File: src/rtl/data_mem_arbiter_pkg.sv
`default_nettype none
// ============================================================================
// Module      : data_mem_arbiter_pkg
// Description : Shared types and constants for the two-core data memory
//               arbiter: FSM state encoding, default widths, core indices.
// Revision    : 1.0 - initial release
// ============================================================================
package data_mem_arbiter_pkg;

  localparam int TAM_DEFAULT  = 16;
  localparam int LMEM_DEFAULT = 8;

  localparam logic CORE0 = 1'b0;
  localparam logic CORE1 = 1'b1;

  typedef enum logic [1:0] {
    IDLE    = 2'd0,
    ISSUE   = 2'd1,
    RD_WAIT = 2'd2,
    DONE    = 2'd3
  } state_t;

endpackage
`default_nettype wire

File: src/rtl/data_mem_arbiter_rr_arbiter2.sv
`default_nettype none
// ============================================================================
// Module      : rr_arbiter2
// Description : Two-requester round-robin arbiter. Combinational one-hot
//               grant; on a tie the core that was not granted last wins.
// Revision    : 1.0 - initial release
// ============================================================================
module rr_arbiter2
  import data_mem_arbiter_pkg::*;
(
  input  logic [1:0] req,
  input  logic       last_grant,
  input  logic       enable,
  output logic [1:0] grant
);

  // Pick the single requester, or the one that lost last time on a tie
  always_comb begin
    grant = 2'b00;
    if (enable) begin
      case (req)
        2'b01:   grant = 2'b01;
        2'b10:   grant = 2'b10;
        2'b11:   grant = (last_grant == CORE1) ? 2'b01 : 2'b10;
        default: grant = 2'b00;
      endcase
    end
  end

endmodule
`default_nettype wire

File: src/rtl/data_mem_arbiter.sv
`default_nettype none
// ============================================================================
// Module      : data_mem_arbiter
// Description : Shares one single-port synchronous data memory between two
//               cores. Round-robin arbitration, memory command sequencing,
//               read data return and one-cycle done pulse per transaction.
// Revision    : 1.0 - initial release
// ============================================================================
module data_mem_arbiter
  import data_mem_arbiter_pkg::*;
#(
  parameter int TAM  = TAM_DEFAULT,
  parameter int Lmem = LMEM_DEFAULT
) (
  input  logic            clk,
  input  logic            rst,

  input  logic            core0_load,
  input  logic            core0_write,
  input  logic [TAM-1:0]  core0_addr,
  input  logic [TAM-1:0]  core0_wdata,
  output logic [TAM-1:0]  core0_rdata,
  output logic            core0_stall,
  output logic            core0_done,

  input  logic            core1_load,
  input  logic            core1_write,
  input  logic [TAM-1:0]  core1_addr,
  input  logic [TAM-1:0]  core1_wdata,
  output logic [TAM-1:0]  core1_rdata,
  output logic            core1_stall,
  output logic            core1_done,

  output logic [Lmem-1:0] mem_addr,
  output logic [TAM-1:0]  mem_wdata,
  output logic            mem_we,
  output logic            mem_re,
  input  logic [TAM-1:0]  mem_rdata
);

  state_t            state;
  state_t            state_next;
  logic [1:0]        req;
  logic [1:0]        grant;
  logic              arb_enable;
  logic              last_grant;
  logic              cur_core;
  logic              cur_write;
  logic [1:0]        done_q;

  logic              sel_core;
  logic              sel_write;
  logic [Lmem-1:0]   sel_addr;
  logic [TAM-1:0]    sel_wdata;

  // Upper address bits alias onto the low Lmem bits and are intentionally dropped
  logic              unused_addr_hi;
  assign unused_addr_hi = ^{core0_addr[TAM-1:Lmem], core1_addr[TAM-1:Lmem]};

  assign req         = {core1_load | core1_write, core0_load | core0_write};
  assign arb_enable  = (state == IDLE);
  assign core0_done  = done_q[0];
  assign core1_done  = done_q[1];
  assign core0_stall = req[0] & ~done_q[0];
  assign core1_stall = req[1] & ~done_q[1];

  rr_arbiter2 u_rr_arbiter2 (
    .req        (req),
    .last_grant (last_grant),
    .enable     (arb_enable),
    .grant      (grant)
  );

  // Next-state logic and request mux for the granted core (write beats load)
  always_comb begin
    state_next = state;
    sel_core   = grant[1];
    sel_write  = sel_core ? core1_write : core0_write;
    sel_addr   = sel_core ? core1_addr[Lmem-1:0] : core0_addr[Lmem-1:0];
    sel_wdata  = sel_core ? core1_wdata : core0_wdata;
    case (state)
      IDLE:    if (|grant) state_next = ISSUE;
      ISSUE:   state_next = cur_write ? DONE : RD_WAIT;
      RD_WAIT: state_next = DONE;
      DONE:    state_next = IDLE;
      default: state_next = IDLE;
    endcase
  end

  // State register
  always_ff @(posedge clk or negedge rst) begin
    if (!rst) begin
      state <= IDLE;
    end else begin
      state <= state_next;
    end
  end

  // Memory command, grant bookkeeping, read data capture and done pulses
  always_ff @(posedge clk or negedge rst) begin
    if (!rst) begin
      mem_addr    <= '0;
      mem_wdata   <= '0;
      mem_we      <= 1'b0;
      mem_re      <= 1'b0;
      core0_rdata <= '0;
      core1_rdata <= '0;
      done_q      <= 2'b00;
      last_grant  <= CORE1;
      cur_core    <= CORE0;
      cur_write   <= 1'b0;
    end else begin
      case (state)
        IDLE: begin
          if (|grant) begin
            mem_addr   <= sel_addr;
            mem_wdata  <= sel_wdata;
            mem_we     <= sel_write;
            mem_re     <= ~sel_write;
            last_grant <= sel_core;
            cur_core   <= sel_core;
            cur_write  <= sel_write;
          end
        end
        ISSUE: begin
          mem_we <= 1'b0;
          mem_re <= 1'b0;
          if (cur_write) begin
            done_q[cur_core] <= 1'b1;
          end
        end
        RD_WAIT: begin
          if (cur_core == CORE1) begin
            core1_rdata <= mem_rdata;
          end else begin
            core0_rdata <= mem_rdata;
          end
          done_q[cur_core] <= 1'b1;
        end
        DONE: begin
          done_q <= 2'b00;
        end
        default: begin
          done_q <= 2'b00;
        end
      endcase
    end
  end

endmodule
`default_nettype wire

File: config.mk
export PLATFORM = sky130hd
export DESIGN_NAME = data_mem_arbiter
export DESIGN_NICKNAME = d
export VERILOG_FILES = /design/src/rtl/data_mem_arbiter_pkg.sv /design/src/rtl/data_mem_arbiter_rr_arbiter2.sv /design/src/rtl/data_mem_arbiter.sv
export SDC_FILE = /design/constraint.sdc
export NUM_CORES = 1
export LEC_CHECK = 0
export CAP_MARGIN = 25
export CORE_ASPECT_RATIO = 2
export CORE_MARGIN = 2
export CORE_UTILIZATION = 35
export DETAILED_ROUTE_END_ITERATION = 10
export HOLD_SLACK_MARGIN = 0.03
export MAX_ROUTING_LAYER = met4
export PLACE_DENSITY_LB_ADDON = 0.3
export SLEW_MARGIN = 40
export SYNTH_ARGS = -nofsm -noshare
export SYNTH_HDL_FRONTEND = slang
export SYNTH_HIERARCHICAL = 1
export SYNTH_SLANG_ARGS = --single-unit
File: constraint.sdc
create_clock -name clk -period 1.9 [get_ports clk]
set_clock_uncertainty 0.05 [all_clocks]
set_input_delay 0.285 -clock clk [delete_from_list [all_inputs] [get_ports clk]]
set_output_delay 0.285 -clock clk [all_outputs]
set_load 0.02 [all_outputs]
==> flow_summary.json, run 1 <==
{
  "status": "completed",
  "fin_area_mm2": 0.004684,
  "slew_headroom": 0.7380,
  "period_share": 0.9677,
  "cts_tree": "yes",
  "grt_first_pass_wirelength_um": 10640,
  "die_x_um": 67.28,
  "yosysWarningCount": 6,
  "clk_path_buf_depth": 2,
  "hpwl_um": 4872,
  "critPathMaxFanout": 4,
  "nets": 465,
  "yosysTopAreaCellShare": 0.5714,
  "die_area_mm2": 0.008783,
  "syn_nets": 315,
  "cpMaxStageDelayCell": "or4b_1",
  "routed_via_density": 4.708,
  "total_power_mw": 8.196,
  "vdd_drop_max_mv": 0.9504,
  "maxCapViolCount": 0,
  "synth_cell_types": 25,
  "drc": 0,
  "wire_per_inst_um": 13.63,
  "startpoint_type": "input pin",
  "crit_required_ns": 2.11,
  "ys_seq_area_frac": 0.5808,
  "dr.pass1.iters": 2,
  "crit_chain": "clkdlybuf4s50_1 > or2_2 > a21oi_4 > mux2i_2 > or4b_1 > nand2_1",
  "max_stage_delay_ns": 0.45,
  "dpl-instance-area_mm2": 0.004369,
  "grt_overflow_total": 0,
  "worstPathArrival_ns": 2.05,
  "cp-end-kind": "register",
  "numCtsBuffers": 9,
  "core-area_mm2": 0.007828,
  "area_growth_pct": 67.14,
  "vias": 2227,
  "criticalPathCategory": "in2reg",
  "p_per_area_mw_per_mm2": 1750,
  "switchingPower_mw": 2.907,
  "share_comb_of_total_power": 0.508,
  "tightest_slew_ns": 0.3830,
  "drt_iter0_drc": 69,
  "p_sw_frac": 0.3547,
  "rows": 46,
  "fin_crit_ns": 1.839,
  "synth_seq_cells": 65,
  "min_path_cells": 2,
  "finalHoldViolCount": 0,
  "setup_tns_ns": 0,
  "fin_cells": 473,
  "port-buffer-count": 131,
  "r2r_cells": 7,
  "initial_utilization": 0.3581,
  "grt_pass1_vias": 2381,
  "synth_top_area_cell": "dfrtp_1",
  "cts_root_buf": "clkbuf_16",
  "maxSlewViolCount": 0,
  "fmax_mhz": 543.9,
  "drive_gt1_frac": 0.2042,
  "setup_viol": 0,
  "drt-total-wl_um": 6447,
  "clk_latency_ns": 0.32,
  "ant_nets": 0,
  "die_h_um": 130.6,
  "io-pin-count": 148,
  "synth_area_leaders": "dfrtp_1 (57%), mux2_2 (13%), mux2i_1 (8.6%), o21ai_0 (4.8%), nand2_1 (4.0%)",
  "path_clk_slew_ns": 0.05,
  "grt_max_degree": 66,
  "antenna_cells": 0,
  "track_usage": 0.1643,
  "final_core_util": 0.5985,
  "grt_setup_unrepaired": "no",
  "pwr-share-seq": 0.304,
  "avgSynthCellArea_um2": 12.57,
  "ctsHtreeMaxLevel": 3,
  "worstHoldPathType": "reg2reg",
  "place.gp.congestion": 0.8086,
  "netlist_area_mm2": 0.002803,
  "antenna_found_initial": 0,
  "clock-sinks": 65,
  "p_clk_frac": 0.188,
  "netlist_instances": 223,
  "p_leak_nw": 1.981,
  "dp_cells": 454,
  "p_int_mw": 5.289
}
-- power by group through the flow --
stage | sequential, mW | combinational [mW] | clock [mW]
5_1_grt | 2.59 | 4.49 | 1.66
3_5_place_dp | 2.51 | 4.18 | 0
3_3_place_gp | 2.47 | 4.09 | 0
2_1_floorplan | 3.27 | 1.40 | 0
6_report | 2.49 | 4.16 | 1.54
4_1_cts | 2.50 | 4.19 | 1.59
-- what timing repair did --
action | CTS | global route
endpoints found under the hold margin | 64 | 0
hold buffers | 1 | 0
buffers inserted | 0 | 3
endpoints found under the setup margin | 2 | 3
pin swaps | 0 | 0
gates resized for setup | 2 | 0
-- cell families (layout without fill, tap and decap cells) --
kind of cell,count (synthesis),in the layout,share of synthesized area
and+or+nand+nor,38,38,0.06071
DFF,65,65,0.5808
buffers and inverters,16,170,0.02723
muxes,58,58,0.2232
adders and majority gates,6,6,0.02679
AOI/OAI and AO/OA,40,40,0.08125
-- cells in the mapped netlist (all sizes together) --
library cell	number
dfrtp	64
mux2	33
nand2	30
o21ai	28
mux2i	25
buf	6
ha	6
clkbuf	5
inv	5
a21oi	4
nor2b	3
a211oi	2
a22o	2
a2bb2oi	2
or2	2
a2111oi	1
dfstp	1
nor2	1
nor3b	1
o41ai	1
or4b	1
-- path summary, 6_finish.rpt --
| check | startpoint | endpoint | slack, ns |
|---|---|---|---|
| worst max-delay path | core0_write | mem_re | 0.06 |
| worst min-delay path | mem_wdata[13] | mem_wdata[13] | 0.43 |
| worst max register to register | state[0] | mem_re | 0.09 |
| worst min register to register | mem_wdata[13] | mem_wdata[13] | 0.43 |
| max in group asynchronous | rst | last_grant | 1.02 |
| min in group asynchronous | rst | mem_wdata[11] | 0.46 |
-- registers in the layout, summed over array words and instances, names as in the netlist --
| signal | flops |
|---|---|
| cur_core | 1 |
| mem_we | 1 |
| last_grant | 1 |
| mem_addr | 8 |
| cur_write | 1 |
| done_q | 2 |
| core1_rdata | 16 |
| mem_wdata | 16 |
| mem_re | 1 |
| state | 2 |
| core0_rdata | 16 |
-- worst max-delay path: cells and delay by family --
kind,cells,cell delay [ns]
AO/OA/AOI/OAI,1,0.21
buffers and inverters,1,0.41
multiplexers,1,0.26
AND/OR/NAND/NOR,3,0.88
-- final cells by class --
class	instances	area, um2
Fill cell	651	3143
Clock buffer	9	225.2
Timing Repair Buffer	150	1499
Multi-Input combinational cell	142	1134
Tap cell	96	120.1
Sequential cell	65	1628
Clock inverter	6	60.06
Inverter	5	18.77
-- routing by layer --
metal	GRT usage	share of wire	vias to the layer above	wire length [um]
met4	0.08283	0.022	0	140
li1	-	-	1078	-
met1	0.1895	0.41	1034	2616
met3	0.05137	0.093	13	601
met2	0.2545	0.48	102	3089
met5	-	0	-	0
-- placed cells by master, fill, tap and decap left out --
cell and instances:
inv_2 2, or2_2 2, nor2_1 1, a2111oi_0 1
o41ai_1 1, dlygate4sd2_1 2, clkdlybuf4s50_1 128, inv_1 3
dfrtp_1 64, mux2_2 33, nor3b_2 1, buf_2 1
mux2i_1 24, a21oi_1 3, ha_1 5, o21ai_0 27
a211oi_1 2, buf_12 4, clkbuf_16 9, a2bb2oi_1 2
a22o_1 2, mux2i_2 1, nand2_1 30, dlygate4sd3_1 1
bufinv_16 1, buf_4 14, or4b_1 1, dfstp_2 1
o21ai_4 1, a21oi_4 1, nor2b_1 3, clkinv_2 3
clkinvlp_4 2, ha_4 1
-- through the flow --
step                setup WS, ns  hold WS, ns
global route            0.003863       0.4632
CTS                      0.02907       0.4365
floorplan                0.03118     -0.06059
finish                   0.06139       0.4298
global placement         -0.2099       0.2735
detailed placement       -0.2650       0.2870
Power figures use the tool's default switching activity.
==> inputs of run 2 (changes only) <==
CAP_MARGIN = default   (was 25)
PLACE_DENSITY = 0.86   (was default)
PLACE_DENSITY_LB_ADDON = default   (was 0.3)
clock period = 1.6 ns   (was 1.9 ns; I/O delays follow)
==> flow_summary.json, run 2 (synthesis results as in run 1) <==
{
  "layout_common_cells": "clkdlybuf4s50_1 (85), dfrtp_1 (64), dlymetal6s2s_1 (35)",
  "vdd_drop_max_mv": 1.260,
  "place.gp.congestion": 0.7557,
  "startpoint_type": "register",
  "switchingPower_mw": 3.807,
  "initial_utilization": 0.3581,
  "grt_max_degree": 66,
  "reg_top3": "core0_rdata: 16 flops, core1_rdata: 16 flops, mem_wdata: 16 flops",
  "hpwl_um": 5016,
  "grt_first_pass_wirelength_um": 12070,
  "fin_ws_ns": -0.1777,
  "routed_via_density": 4.854,
  "p_int_mw": 6.932,
  "vias": 2364,
  "worstPathArrival_ns": 1.99,
  "cts_root_buf": "clkbuf_16",
  "maxSlewViolCount": 0,
  "p_per_area_mw_per_mm2": 2083,
  "port-buffer-count": 131,
  "wire_per_inst_um": 16.34,
  "crit_required_ns": 1.82,
  "antenna_cells": 0,
  "cp-end-kind": "register",
  "slew_headroom": 0.6987,
  "die_area_mm2": 0.008783,
  "worstHoldPathType": "in2async",
  "drt-total-wl_um": 7957,
  "drive_gt1_frac": 0.2609,
  "p_clk_frac": 0.211,
  "cts_tree": "yes",
  "fmax_mhz": 562.5,
  "violations": "negative setup slack",
  "clk_path_buf_depth": 2,
  "ant_nets": 0,
  "setup_viol": 45,
  "area_growth_pct": 83.97,
  "critPathMaxFanout": 4,
  "period_share": 1.111,
  "die_x_um": 67.28,
  "dp_cells": 456,
  "share_comb_of_total_power": 0.513,
  "grt_pass1_vias": 2503,
  "total_power_mw": 10.74,
  "clock-sinks": 65,
  "hold_ws_ns": 0.4054,
  "timing.critical_path.buf_inv": 1,
  "p_leak_nw": 2.524,
  "clk_latency_ns": 0.33,
  "numCtsBuffers": 9,
  "pwr-share-seq": 0.276,
  "p_sw_frac": 0.3545,
  "criticalPathCategory": "reg2reg",
  "status": "finished with violations",
  "max_stage_delay_ns": 0.45,
  "rows": 46,
  "ctsHtreeMaxLevel": 3,
  "io-pin-count": 148,
  "die_h_um": 130.6,
  "fin_cells": 487,
  "dr.pass1.iters": 4,
  "path_clk_slew_ns": 0.06,
  "layout_commonest_cell": "clkdlybuf4s50_1",
  "tightest_slew_ns": 0.4405,
  "drt_iter0_drc": 129,
  "antenna_found_initial": 0,
  "r2r_slack_ns": -0.18,
  "grt_setup_unrepaired": "yes",
  "finalHoldViolCount": 0,
  "crit_chain": "inv_2 > ha_4 > nand2_4 > a21oi_4 > mux2i_2 > or4b_1 > nand2_1",
  "maxCapViolCount": 0,
  "cpMaxStageDelayCell": "or4b_1",
  "nets": 478,
  "grt_overflow_total": 0,
  "drc": 0,
  "track_usage": 0.1900,
  "fin_crit_ns": 1.778,
  "crit_family": "simple AND/OR/NAND/NOR gates",
  "core-area_mm2": 0.007828
}
==> run 2: changes by cell type in the layout (fill, tap and decap cells not counted), sizes merged <==
cell,before,now
bufinv,1,3
inv,5,6
clkinvlp,2,1
clkinv,3,1
clkdlybuf4s50,128,85
dlygate4sd2,2,8
buf,19,31
dlymetal6s2s,0,35
clkbuf,9,13
==> run 2: cell type report <==
cell class,instances,area (um2)
multi-input combinational,142,1194
timing repair buffer,163,1852
fill,611,2671
clock inverter,6,115.1
sequential,65,1628
tap,96,120.1
inverter,5,18.77
clock buffer,10,229.0
==> run 2: path summary, 6_finish.rpt <==
kind,cells after the start,endpoint,start
min in group clk,2,mem_wdata[10],mem_wdata[10]
worst max-delay path,7,mem_re,state[0]
worst min-delay path,3,core0_rdata[0],rst
max in group asynchronous,3,last_grant,rst
worst min register to register,2,mem_wdata[10],mem_wdata[10]
worst max register to register,7,mem_re,state[0]
==> run 2: worst min-delay path: cells and delay by family <==
kind	cells	cell delay, ns
buffers and inverters	3	0.94
==> run 2: power groups by stage <==
stage | Clock (mW) | Combinational (mW) | Sequential (mW)
final | 2.26 | 5.51 | 2.96
after global routing | 2.39 | 5.88 | 3.06
after CTS | 2.30 | 5.42 | 2.98
after detailed placement | 0 | 5.04 | 2.99
after global placement | 0 | 4.94 | 2.95
after floorplan | 0 | 1.70 | 3.89
==> run 2: metal layers <==
metal | wire [um] | vias up | part of all wire | global-route usage
met3 | 754 | 10 | 0.095 | 0.04538
met1 | 3049 | 1128 | 0.38 | 0.2256
met5 | 0 | - | 0 | -
met2 | 4007 | 119 | 0.50 | 0.3133
met4 | 146 | 0 | 0.018 | 0.06242
li1 | - | 1107 | - | -
==> run 2: metrics by stage <==
| stage | TNS, ns | instance area [um2] | utilization | setup slack (ns) |
|---|---|---|---|---|
| 2_1_floorplan | -1.499 | 2833 | - | -0.2399 |
| 3_3_place_gp | -13.69 | 4392 | 0.5611 | -0.4497 |
| 3_5_place_dp | -15.53 | 4392 | 0.5611 | -0.5056 |
| 4_1_cts | -3.615 | 4951 | 0.6325 | -0.1549 |
| 5_1_grt | -8.285 | 5156 | 0.6587 | -0.2584 |
| 6_report | -5.292 | 5156 | 0.6587 | -0.1777 |
==> run 2: repair_timing <==
action | CTS | global route
endpoints found under the setup margin | 53 | 79
pin swaps | 2 | 2
resized for setup | 61 | 39
endpoints found under the hold margin | 64 | 0
gates cloned | 4 | 3
setup buffers | 5 | 2
hold buffers | 1 | 0
==> inputs of run 3 (changes only) <==
GPL_ROUTABILITY_DRIVEN = 1   (was default)
==> results of run 3 <==
No change in the layout: final DEF, timing and power equal those of run 2.
